## src/rtl/vec_datapath.sv

```systemverilog
// vec_datapath: two-stage SIMD datapath (execute -> writeback) with a small
// lane-sliced register file. Build option VEC_DATAPATH_FWD_EN forwards the
// writeback results into the execute operands; without it a read-after-write
// dependency on the instruction in writeback stalls intake for one cycle.
module vec_datapath #(
    parameter  int WIDTH = 4,
    parameter  int LANES = 2,
    parameter  int NREGS = 8,
    localparam int AW    = $clog2(NREGS)
) (
    input  logic                     clk,
    input  logic                     rst_n,
    input  logic                     in_valid,
    output logic                     in_ready,
    input  logic [2:0]               op,
    input  logic                     form,
    input  logic [LANES-1:0]         vec,
    input  logic [AW-1:0]            src_a,
    input  logic [AW-1:0]            src_b,
    input  logic [AW-1:0]            dst1,
    input  logic [AW-1:0]            dst2,
    input  logic [WIDTH-1:0]         imm,
    input  logic [1:0]               write,
    output logic                     out_valid,
    output logic [LANES*WIDTH-1:0]   Y1,
    output logic [LANES*WIDTH-1:0]   Y2,
    output logic [LANES-1:0]         zero
);

    typedef logic [LANES*WIDTH-1:0] vec_t;

    vec_t             regs_q [NREGS];
    vec_t             regs_d [NREGS];
    logic             wb_valid_q, wb_valid_d;
    vec_t             y1_q, y1_d;
    vec_t             y2_q, y2_d;
    logic [LANES-1:0] zero_q, zero_d;
    logic [LANES-1:0] wb_vec_q, wb_vec_d;
    logic [AW-1:0]    wb_dst1_q, wb_dst1_d;
    logic [AW-1:0]    wb_dst2_q, wb_dst2_d;
    logic [1:0]       wb_write_q, wb_write_d;

    vec_t             opa, opb, opb_reg;
    vec_t             alu_y1, alu_y2;
    logic [LANES-1:0] alu_zero;
    logic             hazard;
    logic             accept;

    // Operand fetch: register 0 reads as zero; forwarded build overrides lanes the writeback instruction is about to write
    always_comb begin
        opa     = (src_a == '0) ? '0 : regs_q[src_a];
        opb_reg = (src_b == '0) ? '0 : regs_q[src_b];
`ifdef VEC_DATAPATH_FWD_EN
        for (int l = 0; l < LANES; l++) begin
            if (wb_valid_q && wb_vec_q[l]) begin
                if (wb_write_q[0] && wb_dst1_q != '0 && wb_dst1_q == src_a)
                    opa[l*WIDTH +: WIDTH] = y1_q[l*WIDTH +: WIDTH];
                else if (wb_write_q[1] && wb_dst2_q != '0 && wb_dst2_q == src_a)
                    opa[l*WIDTH +: WIDTH] = y2_q[l*WIDTH +: WIDTH];
                if (wb_write_q[0] && wb_dst1_q != '0 && wb_dst1_q == src_b)
                    opb_reg[l*WIDTH +: WIDTH] = y1_q[l*WIDTH +: WIDTH];
                else if (wb_write_q[1] && wb_dst2_q != '0 && wb_dst2_q == src_b)
                    opb_reg[l*WIDTH +: WIDTH] = y2_q[l*WIDTH +: WIDTH];
            end
        end
`endif
        opb = form ? {LANES{imm}} : opb_reg;
    end

    // Dependency detection: stall only when no forwarding path exists
    always_comb begin
        hazard = 1'b0;
`ifndef VEC_DATAPATH_FWD_EN
        if (wb_valid_q) begin
            if (wb_write_q[0] && wb_dst1_q != '0 &&
                (wb_dst1_q == src_a || (!form && wb_dst1_q == src_b)))
                hazard = 1'b1;
            if (wb_write_q[1] && wb_dst2_q != '0 &&
                (wb_dst2_q == src_a || (!form && wb_dst2_q == src_b)))
                hazard = 1'b1;
        end
`endif
        in_ready = rst_n && !(in_valid && hazard);
        accept   = in_valid && in_ready;
    end

    // Per-lane ALU producing both result words and the per-lane zero flag
    always_comb begin : alu
        logic [WIDTH-1:0]   a, b, r1, r2;
        logic [WIDTH:0]     sum, diff;
        logic [2*WIDTH-1:0] prod;
        int                 shamt;
        alu_y1   = '0;
        alu_y2   = '0;
        alu_zero = '0;
        for (int l = 0; l < LANES; l++) begin
            a     = opa[l*WIDTH +: WIDTH];
            b     = opb[l*WIDTH +: WIDTH];
            sum   = {1'b0, a} + {1'b0, b};
            diff  = {1'b0, a} - {1'b0, b};
            prod  = {{WIDTH{1'b0}}, a} * {{WIDTH{1'b0}}, b};
            shamt = int'(b) % WIDTH;
            r1    = '0;
            r2    = b;
            case (op)
                3'd0: begin r1 = sum[WIDTH-1:0];  r2 = {{(WIDTH-1){1'b0}}, sum[WIDTH]};  end
                3'd1: begin r1 = diff[WIDTH-1:0]; r2 = {{(WIDTH-1){1'b0}}, diff[WIDTH]}; end
                3'd2: r1 = a & b;
                3'd3: r1 = a | b;
                3'd4: r1 = a ^ b;
                3'd5: r1 = a << shamt;
                3'd6: r1 = a >> shamt;
                default: begin r1 = prod[WIDTH-1:0]; r2 = prod[2*WIDTH-1:WIDTH]; end
            endcase
            if (vec[l]) begin
                alu_y1[l*WIDTH +: WIDTH] = r1;
                alu_y2[l*WIDTH +: WIDTH] = r2;
                alu_zero[l]              = (r1 == '0);
            end
        end
    end

    // Writeback stage capture: results and write controls latch only on acceptance
    always_comb begin
        wb_valid_d = accept;
        y1_d       = y1_q;
        y2_d       = y2_q;
        zero_d     = zero_q;
        wb_vec_d   = wb_vec_q;
        wb_dst1_d  = wb_dst1_q;
        wb_dst2_d  = wb_dst2_q;
        wb_write_d = wb_write_q;
        if (accept) begin
            y1_d       = alu_y1;
            y2_d       = alu_y2;
            zero_d     = alu_zero;
            wb_vec_d   = vec;
            wb_dst1_d  = dst1;
            wb_dst2_d  = dst2;
            wb_write_d = write;
        end
    end

    // Register file update: Y2 applied first so Y1 wins when both target the same register
    always_comb begin
        regs_d = regs_q;
        if (wb_valid_q) begin
            for (int l = 0; l < LANES; l++) begin
                if (wb_vec_q[l]) begin
                    if (wb_write_q[1] && wb_dst2_q != '0)
                        regs_d[wb_dst2_q][l*WIDTH +: WIDTH] = y2_q[l*WIDTH +: WIDTH];
                    if (wb_write_q[0] && wb_dst1_q != '0)
                        regs_d[wb_dst1_q][l*WIDTH +: WIDTH] = y1_q[l*WIDTH +: WIDTH];
                end
            end
        end
    end

    // State registers with synchronous active-low reset; reset drops any pending writeback
    always_ff @(posedge clk) begin
        if (!rst_n) begin
            for (int r = 0; r < NREGS; r++) regs_q[r] <= '0;
            wb_valid_q <= 1'b0;
            y1_q       <= '0;
            y2_q       <= '0;
            zero_q     <= '0;
            wb_vec_q   <= '0;
            wb_dst1_q  <= '0;
            wb_dst2_q  <= '0;
            wb_write_q <= '0;
        end else begin
            for (int r = 0; r < NREGS; r++) regs_q[r] <= regs_d[r];
            wb_valid_q <= wb_valid_d;
            y1_q       <= y1_d;
            y2_q       <= y2_d;
            zero_q     <= zero_d;
            wb_vec_q   <= wb_vec_d;
            wb_dst1_q  <= wb_dst1_d;
            wb_dst2_q  <= wb_dst2_d;
            wb_write_q <= wb_write_d;
        end
    end

    assign out_valid = wb_valid_q;
    assign Y1        = y1_q;
    assign Y2        = y2_q;
    assign zero      = zero_q;

endmodule

```

## config.mk

```make
export PLATFORM = sky130hd
export DESIGN_NAME = vec_datapath
export DESIGN_NICKNAME = d
export VERILOG_FILES = /design/src/rtl/vec_datapath.sv
export SDC_FILE = /design/constraint.sdc
export NUM_CORES = 1
export LEC_CHECK = 0
export ABC_AREA = 1
export CAP_MARGIN = 5
export CORE_MARGIN = 1.5
export CORE_UTILIZATION = 25
export CTS_BUF_LIST = sky130_fd_sc_hd__clkbuf_2 sky130_fd_sc_hd__clkbuf_4 sky130_fd_sc_hd__clkbuf_8
export CTS_CLUSTER_SIZE = 16
export DETAILED_ROUTE_END_ITERATION = 7
export GPL_TIMING_DRIVEN = 0
export MAX_ROUTING_LAYER = met4
export PLACE_DENSITY = 0.46
export SLEW_MARGIN = 0
export SYNTH_ARGS = -nofsm -noshare
export SYNTH_HDL_FRONTEND = slang
export SYNTH_SLANG_ARGS = --single-unit
```

## constraint.sdc

```tcl
create_clock -name clk -period 12 [get_ports clk]
set_clock_uncertainty 0.2 [all_clocks]
set_input_delay 3.6 -clock clk [delete_from_list [all_inputs] [get_ports clk]]
set_output_delay 3.6 -clock clk [all_outputs]
set_load 0.05 [all_outputs]
```

==> impl_metrics.tcl <==
set metrics [dict create \
    status "finished, final reports clean" \
    antenna_found_initial 0 \
    wl_per_cell_um 17.52 \
    post-route-period-util_pct 83.13 \
    synth.area.mux_share_pct 0 \
    clk_path_buf_depth 2 \
    drive_gt1_share_pct 7.198 \
    hold_viol 0 \
    max_freq_ghz 0.1002 \
    total_power_mw 0.7651 \
    start_util_pct 25.34 \
    pin_count 47 \
    relSlewSlack_pct 45.99 \
    port_buffers 45 \
    path_buf_inv 3 \
    worstSkewPairLatency_ns 0.40 \
    setup.worst_path.class "in2out" \
    gr-usage-all-layers_pct 19.55 \
    dieArea_sq_um 32060 \
    synth_top_cell_by_area "dfxtp_1" \
    cp_common_cell "nand2_1" \
    core_sq_um 30590 \
    yosysSeqAreaShare_pct 24.02 \
    ant_nets 0 \
    maxSlewViolCount 0 \
    cts_max_level 3 \
    die_w_um 179.1 \
    worstMarginPinSlew_ns 0.8102 \
    dr.pass1.iters 5 \
    drv_cap 0 \
    p_per_area_nw_per_um2 85.94 \
    hp-class "reg2reg" \
    setup_viol 0 \
    via_per_inst 4.816 \
    crit_slowest_cell "clkdlybuf4s50_1" \
    critical_path.max_fanout 10 \
    clk_pin_slew_ns 0.10 \
    dpl.hpwl_um 23920 \
    drtIter0Drc 686 \
    place.gp.congestion 0.9785 \
    rsz0062_at_grt "false" \
    synth-compound-area-share_pct 22.83 \
    wirelength_um 29580 \
    synth_top_flop_cell "dfxtp_1" \
    crit_path_start_kind "input pin" \
    synth_area_sq_um 7750 \
    synth_top_family_by_area "simple AND/OR/NAND/NOR gates" \
    root_buffer "clkbuf_8" \
    ys_types 42 \
    grt_max_degree 18 \
    tns_ns 0 \
    post-route-drc-count 0 \
    num-fill-cells 3510 \
    layout_min_cycle_time_ns 9.976 \
    cts_tree "done" \
    syn_nets 1320 \
    cp.required_ns 8.20 \
    synth_cells 1231 \
    path_cells "clkdlybuf4s50_1 -> buf_4 -> xnor2_1 -> nand3_1 -> nand2_1 -> nand2_1 -> nand2_1 -> a31oi_1 -> clkdlybuf4s50_1" \
    ys_seq_elements 93 \
    grt_pass1_vias 7700 \
    postCtsHoldBufs 0 \
    rows 64 \
    area_growth_pct 14.87 \
    synth_top_area_share_pct 24.02 \
    synth_fa_ha_area_share_pct 11.08 \
    synth.area.top_cells "dfxtp_1 (24%), nand2_1 (16%), o21ai_0 (8.5%)" \
    chipHeight_um 179.1 \
    mostFrequentLayoutCell "nand2_1" \
    clock-sinks 93 \
    crit_path_end_kind "output port" \
    overflow 0 \
    syn_avg_cell_area_sq_um 6.296 \
    cts_buffers 9 \
    arrival_ns 6.18 \
    holdPathStages 2 \
    grt_pass1_wl_um 45780 \
    synth_xor_area_share_pct 1.582 \
    p_leak_nw 3.936 \
    synth-simple-area-share_pct 27.77 \
    cp_top_family "buffers and inverters" \
    vias 8129 \
    num-nets-final 1376 \
    async_flop_share_pct 0 \
    final_cell_mix "nand2_1 (324), inv_1 (158), o21ai_0 (132)" \
    vdd_ir_drop_max_mv 0.03612 \
    cts_setup_buffers 0 \
    cts_resized 0 \
    r2r_cells 21 \
    cp_num_cells 9 \
    diodes 0 \
    synth_edf_count 0 \
    ys_warn_count 0 \
    cpPeakStageDelay_ns 0.86 \
]
==> cell usage after synthesis, drive strengths merged (13+ instances only) <==
master / number
a211oi: 13
a21oi: 123
buf: 32
clkbuf: 24
dfxtp: 93
ha: 51
inv: 171
nand2: 331
nand3: 91
nor2: 74
o211ai: 24
o21ai: 139
or2: 13
==> per-layer routing <==
layer  global-route usage [%]  up-vias  part of all wire, %
li1                         -     4125                    -
met1                    25.82     3749                   47
met2                    32.14      216                   47
met3                    1.378       39                  4.6
met4                    5.313        0                  2.2
met5                        -        -                    0
==> report_power, final <==
| part | switching, mW | leakage (nW) | internal (mW) |
|---|---|---|---|
| combinational | 0.140 | 3.08 | 0.0714 |
| clock | 0.136 | 0.104 | 0.100 |
| sequential | 0.00427 | 0.752 | 0.313 |
==> worst register-to-register path, stage by stage, from the launching register on <==
cell,delay (ns)
dfxtp_1,0.36
inv_1,0.07
o21ai_0,0.16
nand3_1,0.09
nand3_1,0.20
nand2_1,0.12
inv_1,0.23
nand2_1,0.13
fa_1,0.54
inv_1,0.05
fa_1,0.36
ha_1,0.34
nand2_1,0.07
nand2_1,0.04
a31oi_1,0.19
nor2_1,0.09
o21a_1,0.17
nor2_1,0.11
xor2_1,0.27
nand2_1,0.10
nand3_1,0.10
a21oi_1,0.06
==> final timing paths <==
kind | from | slack [ns] | to
min | regs_q[57] | 0.23 | regs_q[57]
min reg2reg | regs_q[57] | 0.23 | regs_q[57]
max reg2reg | regs_q[45] | 7.81 | Y2[7]
max | src_a[1] | 2.02 | in_ready
==> state kept, by name, indices dropped and copies added (netlist names), 2 cells and up <==
signal / cells
wb_vec_q: 2
Y2: 8
wb_dst1_q: 3
wb_write_q: 2
regs_q: 64
Y1: 8
zero: 2
wb_dst2_q: 3
==> final cells by class <==
cell class              instances  area (sq um)  area share (%)
multi-input cells             909          4902           55.07
flip-flops and latches         93          1862           20.91
inverters                     173         649.4           7.294
well taps                     396         495.5           5.566
repair buffers                 45         450.4           5.060
plain buffers                  56         336.6           3.781
clock buffers                   9         123.9           1.391
clock inverters                 7         82.58          0.9276
==> logic make-up after synthesis <==
family,Yosys count
flops,93
xor+xnor,14
compound gates,321
buf+inv,229
fa+ha+maj,62
simple gates,512
==> stage by stage <==
stage               cell area, sq um  hold WS, ns  util (%)  setup WS (ns)  instances
floorplan                       7750       0.2040         -          3.245       1231
global placement                8696       0.2151     28.43          1.935       1672
detailed placement              8696       0.2179     28.43          1.977       1672
CTS                             8902       0.2365     29.10          1.972       1688
global route                    8902       0.2597     29.10          1.943       1688
finish                          8902       0.2349     29.10          2.024       1688
Note: power is estimated with default switching activity, not from simulation.
